==> src/rtl/audio_pkg.sv <==
// Shared definitions for the stereo gain stage: sample geometry, channel
// packing within a 32-bit frame, and the FSM state encoding.
package audio_pkg;

  localparam int SAMPLE_W = 16;
  localparam int GAIN_W   = 8;
  localparam int NUM_CH   = 2;
  localparam int CH_R_LSB = 0;
  localparam int CH_L_LSB = 16;

  typedef enum logic [1:0] {
    IDLE  = 2'd0,
    CALC  = 2'd1,
    WRITE = 2'd2
  } state_t;

  // Channel index 0 is right (low half), 1 is left (high half).
  function automatic int ch_lsb(input int ch);
    return (ch == 0) ? CH_R_LSB : CH_L_LSB;
  endfunction

endpackage

==> src/rtl/audio_gain_stage_if.sv <==
// FIFO-side bus of the gain stage: FWFT ADC FIFO read port and DAC FIFO write port.
interface audio_gain_stage_if;
  import audio_pkg::*;

  logic [NUM_CH*SAMPLE_W-1:0] adc_data_out;
  logic                       adc_fifo_empty;
  logic                       adc_data_rd;
  logic [NUM_CH*SAMPLE_W-1:0] dac_data_in;
  logic                       dac_data_wr;
  logic                       dac_fifo_full;

  modport master (
    input  adc_data_out,
    input  adc_fifo_empty,
    input  dac_fifo_full,
    output adc_data_rd,
    output dac_data_in,
    output dac_data_wr
  );

  modport slave (
    output adc_data_out,
    output adc_fifo_empty,
    output dac_fifo_full,
    input  adc_data_rd,
    input  dac_data_in,
    input  dac_data_wr
  );
endinterface

==> src/rtl/audio_gain_sat.sv <==
// One channel: signed sample times unsigned fixed-point gain, floor shift,
// saturate to the signed sample range and flag when saturation occurred.
module audio_gain_sat
  import audio_pkg::*;
#(
  parameter int GAIN_FRAC = 4
) (
  input  logic signed [SAMPLE_W-1:0] sample,
  input  logic        [GAIN_W-1:0]   gain,
  output logic signed [SAMPLE_W-1:0] result,
  output logic                       clip
);

  localparam int PROD_W = SAMPLE_W + GAIN_W + 1;

  logic signed [PROD_W-1:0]         product;
  logic signed [PROD_W-1:0]         shifted;
  logic        [PROD_W-SAMPLE_W:0]  top_bits;

  always_comb begin
    product  = PROD_W'(sample) * $signed(PROD_W'({1'b0, gain}));
    shifted  = product >>> GAIN_FRAC;
    // Fits in SAMPLE_W only if every bit above the new sign bit matches it.
    top_bits = shifted[PROD_W-1:SAMPLE_W-1];
    clip     = !((&top_bits) || !(|top_bits));
    if (clip) begin
      result = shifted[PROD_W-1] ? {1'b1, {(SAMPLE_W-1){1'b0}}}
                                 : {1'b0, {(SAMPLE_W-1){1'b1}}};
    end else begin
      result = shifted[SAMPLE_W-1:0];
    end
  end

endmodule

==> src/rtl/audio_gain_stage.sv <==
// Stereo gain stage: pops a frame from the ADC FIFO, applies per-channel gain
// with saturation (or bypass/mute), and pushes the result to the DAC FIFO.
module audio_gain_stage
  import audio_pkg::*;
#(
  parameter int GAIN_FRAC = 4,
  parameter int CLIP_W    = 16
) (
  input  logic                 clk,
  input  logic                 rst,
  input  logic                 enable,
  input  logic                 bypass,
  input  logic                 mute,
  input  logic [GAIN_W-1:0]    gain_l,
  input  logic [GAIN_W-1:0]    gain_r,
  input  logic                 clip_clr,
  output logic [CLIP_W-1:0]    clip_cnt,
  output logic                 busy,
  audio_gain_stage_if.master   fifo
);

  localparam int FRAME_W = NUM_CH * SAMPLE_W;

  state_t                        state_reg, state_next;
  logic [FRAME_W-1:0]            sample_reg;
  logic [FRAME_W-1:0]            sat_data;
  logic [FRAME_W-1:0]            out_reg, out_next;
  logic [NUM_CH-1:0][GAIN_W-1:0] gain_reg;
  logic                          bypass_reg, mute_reg;
  logic [NUM_CH-1:0]             clip_ch;
  logic                          clip_event;
  logic                          fetch, write;
  logic [CLIP_W-1:0]             clip_cnt_reg, clip_cnt_next;

  genvar gi;
  generate
    for (gi = 0; gi < NUM_CH; gi++) begin : g_ch
      audio_gain_sat #(
        .GAIN_FRAC (GAIN_FRAC)
      ) u_sat (
        .sample (sample_reg[ch_lsb(gi) +: SAMPLE_W]),
        .gain   (gain_reg[gi]),
        .result (sat_data[ch_lsb(gi) +: SAMPLE_W]),
        .clip   (clip_ch[gi])
      );
    end
  endgenerate

  // Fetch is gated by rst so no pop strobe can appear while held in reset.
  always_comb begin
    state_next = state_reg;
    fetch      = 1'b0;
    write      = 1'b0;
    case (state_reg)
      IDLE: begin
        if (rst && enable && !fifo.adc_fifo_empty) begin
          fetch      = 1'b1;
          state_next = CALC;
        end
      end
      CALC: state_next = WRITE;
      WRITE: begin
        if (!fifo.dac_fifo_full) begin
          write      = 1'b1;
          state_next = IDLE;
        end
      end
      default: state_next = IDLE;
    endcase
  end

  always_ff @(posedge clk or negedge rst) begin
    if (!rst) begin
      state_reg <= IDLE;
    end else begin
      state_reg <= state_next;
    end
  end

  always_ff @(posedge clk or negedge rst) begin
    if (!rst) begin
      sample_reg <= '0;
      gain_reg   <= '0;
      bypass_reg <= 1'b0;
      mute_reg   <= 1'b0;
    end else if (fetch) begin
      sample_reg <= fifo.adc_data_out;
      gain_reg   <= {gain_l, gain_r};
      bypass_reg <= bypass;
      mute_reg   <= mute;
    end
  end

  always_comb begin
    out_next = out_reg;
    if (state_reg == CALC) begin
      if (mute_reg) begin
        out_next = '0;
      end else if (bypass_reg) begin
        out_next = sample_reg;
      end else begin
        out_next = sat_data;
      end
    end
  end

  assign clip_event = (state_reg == CALC) && !mute_reg && !bypass_reg && (|clip_ch);

  always_comb begin
    clip_cnt_next = clip_cnt_reg;
    if (clip_clr) begin
      clip_cnt_next = '0;
    end else if (clip_event && !(&clip_cnt_reg)) begin
      clip_cnt_next = clip_cnt_reg + CLIP_W'(1);
    end
  end

  always_ff @(posedge clk or negedge rst) begin
    if (!rst) begin
      out_reg      <= '0;
      clip_cnt_reg <= '0;
    end else begin
      out_reg      <= out_next;
      clip_cnt_reg <= clip_cnt_next;
    end
  end

  assign fifo.adc_data_rd = fetch;
  assign fifo.dac_data_wr = write;
  assign fifo.dac_data_in = out_reg;
  assign busy             = (state_reg != IDLE);
  assign clip_cnt         = clip_cnt_reg;

endmodule

==> src/flat_wrapper.sv <==
// flat-port wrapper written by rule: the top's interface ports become plain ports
module audio_gain_stage_flat import audio_pkg::*;
#(
  parameter int GAIN_FRAC = 4,
  parameter int CLIP_W    = 16
)
  (clk, rst, enable, bypass, mute, gain_l, gain_r, clip_clr, clip_cnt, busy, fifo_adc_data_out, fifo_adc_fifo_empty, fifo_dac_fifo_full, fifo_adc_data_rd, fifo_dac_data_in, fifo_dac_data_wr);
  audio_gain_stage_if fifo_i ();
  input  logic clk;
  input  logic rst;
  input  logic enable;
  input  logic bypass;
  input  logic mute;
  input  logic [GAIN_W-1:0] gain_l;
  input  logic [GAIN_W-1:0] gain_r;
  input  logic clip_clr;
  output logic [CLIP_W-1:0] clip_cnt;
  output logic busy;
  input wire logic [$bits(fifo_i.adc_data_out)-1:0] fifo_adc_data_out;
  input wire logic [$bits(fifo_i.adc_fifo_empty)-1:0] fifo_adc_fifo_empty;
  input wire logic [$bits(fifo_i.dac_fifo_full)-1:0] fifo_dac_fifo_full;
  output wire logic [$bits(fifo_i.adc_data_rd)-1:0] fifo_adc_data_rd;
  output wire logic [$bits(fifo_i.dac_data_in)-1:0] fifo_dac_data_in;
  output wire logic [$bits(fifo_i.dac_data_wr)-1:0] fifo_dac_data_wr;
  assign fifo_i.adc_data_out = fifo_adc_data_out;
  assign fifo_i.adc_fifo_empty = fifo_adc_fifo_empty;
  assign fifo_i.dac_fifo_full = fifo_dac_fifo_full;
  assign fifo_adc_data_rd = fifo_i.adc_data_rd;
  assign fifo_dac_data_in = fifo_i.dac_data_in;
  assign fifo_dac_data_wr = fifo_i.dac_data_wr;
  audio_gain_stage #(.GAIN_FRAC(GAIN_FRAC), .CLIP_W(CLIP_W)) u_core (.clk(clk), .rst(rst), .enable(enable), .bypass(bypass), .mute(mute), .gain_l(gain_l), .gain_r(gain_r), .clip_clr(clip_clr), .clip_cnt(clip_cnt), .busy(busy), .fifo(fifo_i));
endmodule
==> config.mk <==
export PLATFORM = sky130hd
export DESIGN_NAME = audio_gain_stage_flat
export DESIGN_NICKNAME = d
export VERILOG_FILES = /design/src/rtl/audio_pkg.sv /design/src/rtl/audio_gain_stage_if.sv /design/src/rtl/audio_gain_sat.sv /design/src/rtl/audio_gain_stage.sv /design/src/flat_wrapper.sv
export SDC_FILE = /design/constraint.sdc
export NUM_CORES = 1
export LEC_CHECK = 0
export BUFFER_PORTS_ARGS = -buffer_cell sky130_fd_sc_hd__buf_2
export CORE_AREA = 2 2 175 177
export DETAILED_ROUTE_END_ITERATION = 7
export DIE_AREA = 0 0 177 179
export GPL_ROUTABILITY_DRIVEN = 0
export PLACE_DENSITY = 0.74
export SLEW_MARGIN = 10
export SYNTH_ARGS = -nofsm -noshare
export SYNTH_HDL_FRONTEND = slang
export SYNTH_HIERARCHICAL = 1
export SYNTH_SLANG_ARGS = --single-unit
export TNS_END_PERCENT = 1
==> constraint.sdc <==
create_clock -name clk -period 12.3 [get_ports clk]
set_input_delay 2.46 -clock clk [delete_from_list [all_inputs] [get_ports clk]]
set_output_delay 2.46 -clock clk [all_outputs]
set_load 0.1 [all_outputs]
==> metrics.txt <==
outcome=finished, final reports clean; Hold EP=u_core/fifo.dac_data_in[11]$_DFFE_PN0N_; first-pass GRT wire length=58300 µm; Vias=11100; final worst path period share=0.590; Clock Path Buffers=2; Startpoint Class=flop; GRT overflow=0; worst endpoint required time=12.56 ns; Mean Syn Cell Area=9.16 µm²; Max Freq=138 MHz; IO buf count=106; post-synthesis sequential area ratio=0.175; TritonCTS Buffers=9; Clock Tree Root=clkbuf_16; asr flop ratio synth=1.00; WS Path Type=reg -> reg; drt pass-1 iters=5; routed wire length=35100 µm; Post-Syn Area=14300 µm²; max-slew violations=0; final setup margin=5.04 ns; drt initial violations=715; DR WL/cell=17.3 µm; CTS Sinks=100; WP depth=23; R2R cell count=23; Worst path slowest cell=dfrtp_1; hold path cells=2; Max Cap Viol=0; #FFs+latches synth=100; die height=179 µm; Main synth FF type=dfrtp_1; vias in the first global route=11800; Final Skew=0.00855 ns; cts hold-fix bufs=0; Top Ports=107; clock latency on the worst-skew pair=0.37 ns; beginning of the worst hold path=u_core/fifo.dac_data_in[11]$_DFFE_PN0N_; Slew Limit Headroom=0.273; DIE AREA=31700 µm²; DRC viols=0; RSZ-0062 raised after global routing=no; crit path DAT=7.52 ns; crit-path max FO=24; area grow syn2layout=7.93%; max incr delay on CP=0.60 ns; synthesis warning total=6; # diodes=0; antenna violations before repair=0; reg2reg setup slack=5.04 ns; post-synth cell types=71; commonest non-fill, non-tap cell in the layout=inv_1; worst path bufs/invs=5; final setup vio count=0; vias per cell=5.46; largest net degree at the start of global routing=54; Slew @ Worst Pin=1.09 ns; cell family with most CP delay=simple AND/OR/NAND/NOR gates; Worst-path clk slew=0.08 ns; initial core utilization=0.477; Setup crit end kind=flop; DIE WIDTH=177 µm; post-synthesis net count=1919; gr usage total=0.233; setup TNS=0 ns; critical-path cell list=nand2_1, inv_1, fa_1, inv_1, fa_1, inv_1, fa_1, inv_1, fa_1, inv_1, ha_1, nand2_1, nor2_2, nand2_1, or4_4, and3_1, o2111ai_1, or3_1, o21a_1, nor2_1, or4_4, nor4b_1, mux2_2; EDFF count, synth=0; Placeable Area=30000 µm²; pre-CTS setup slack=5.11 ns; fin crit period=7.26 ns; Worst R2R Start=u_core/gain_reg[0]$_DFFE_PN0P_; post-CTS setup buffer count=0; post-cts sizing count=0; CTS tree=done; post-route ant nets=0; hpwl dp=28100 µm; final hold violation count=0; cell count after synthesis=1564; Hold Slack=0.476 ns; layout cells sized above 1=0.130; worst r2r dst=u_core/clip_cnt[6]$_DFFE_PN0P_; Core Rows=64; HP Class=reg -> reg; most used cell, CP=inv_1; most frequent cells in the layout=inv_1 (311), fa_1 (204), nand2_1 (183); fin nets=1991; htree depth=3
## cell families after synthesis
family,Yosys count,synth area share
AO/OA/AOI/OAI,217,0.0990
XOR/XNOR,39,0.0263
adder cells (fa/ha/maj),299,0.368
buffers and inverters,360,0.0974
flip-flops,100,0.175
multiplexers,91,0.0686
AND/OR/NAND/NOR,458,0.166
## cell usage after synthesis, drive strengths merged, types with 16 or more instances
library cell,n,share of area
nor2,28,0.0079
inv,311,0.081
buf,16,0.0073
nor3,22,0.0087
a21oi,60,0.022
fa,204,0.28
dfrtp,100,0.17
o21ai,64,0.023
xnor2,26,0.016
mux2i,33,0.023
nand3,20,0.0070
and2,130,0.057
clkbuf,33,0.0086
nand2,183,0.048
mux2,58,0.046
ha,95,0.083
## worst max path at each step
stage,startpoint,end
after floorplan,fifo_dac_fifo_full,fifo_dac_data_wr
after detailed placement,u_core/gain_reg[0]$_DFFE_PN0P_,u_core/clip_cnt[6]$_DFFE_PN0P_
after global routing,u_core/gain_reg[0]$_DFFE_PN0P_,u_core/clip_cnt[6]$_DFFE_PN0P_
after CTS,u_core/gain_reg[0]$_DFFE_PN0P_,u_core/clip_cnt[6]$_DFFE_PN0P_
after global placement,u_core/gain_reg[4]$_DFFE_PN0P_,u_core/clip_cnt[6]$_DFFE_PN0P_
final,u_core/gain_reg[0]$_DFFE_PN0P_,u_core/clip_cnt[6]$_DFFE_PN0P_
## through the flow
stage                      util  cell area [µm²]  instances
after floorplan               -            14300       1564
after global placement    0.505            15200       2021
after detailed placement  0.505            15200       2021
after CTS                 0.515            15500       2037
after global routing      0.515            15500       2037
final                     0.515            15500       2037
## routing by layer
metal	up-vias	global-route usage	part of all wire
met1	5557	0.276	0.40
met2	332	0.426	0.53
li1	5154	-	-
met3	85	0.0303	0.041
met4	0	0.0954	0.034
met5	-	0	0
## layout make-up
type                            instances  area, µm²
Tap cell                              396        495
Clock buffer                            9        225
Timing Repair Buffer                  110        563
Fill cell                            2721      14600
Clock inverter                          7       67.6
Multi-Input combinational cell       1104      10400
Sequential cell                       100       2500
Inverter                              311       1170
## worst reg2reg max path, cell delays in order, from the launching register on
cell,delay [ns]
dfrtp_1,0.60
nand2_1,0.23
inv_1,0.10
fa_1,0.55
inv_1,0.15
fa_1,0.57
inv_1,0.06
fa_1,0.47
inv_1,0.05
fa_1,0.52
inv_1,0.04
ha_1,0.37
nand2_1,0.10
nor2_2,0.27
nand2_1,0.15
or4_4,0.44
and3_1,0.21
o2111ai_1,0.45
or3_1,0.19
o21a_1,0.20
nor2_1,0.09
or4_4,0.56
nor4b_1,0.40
mux2_2,0.37
Power is not shown: default switching activity piles up to over one toggle a cycle in this logic, so the estimate is an artifact.
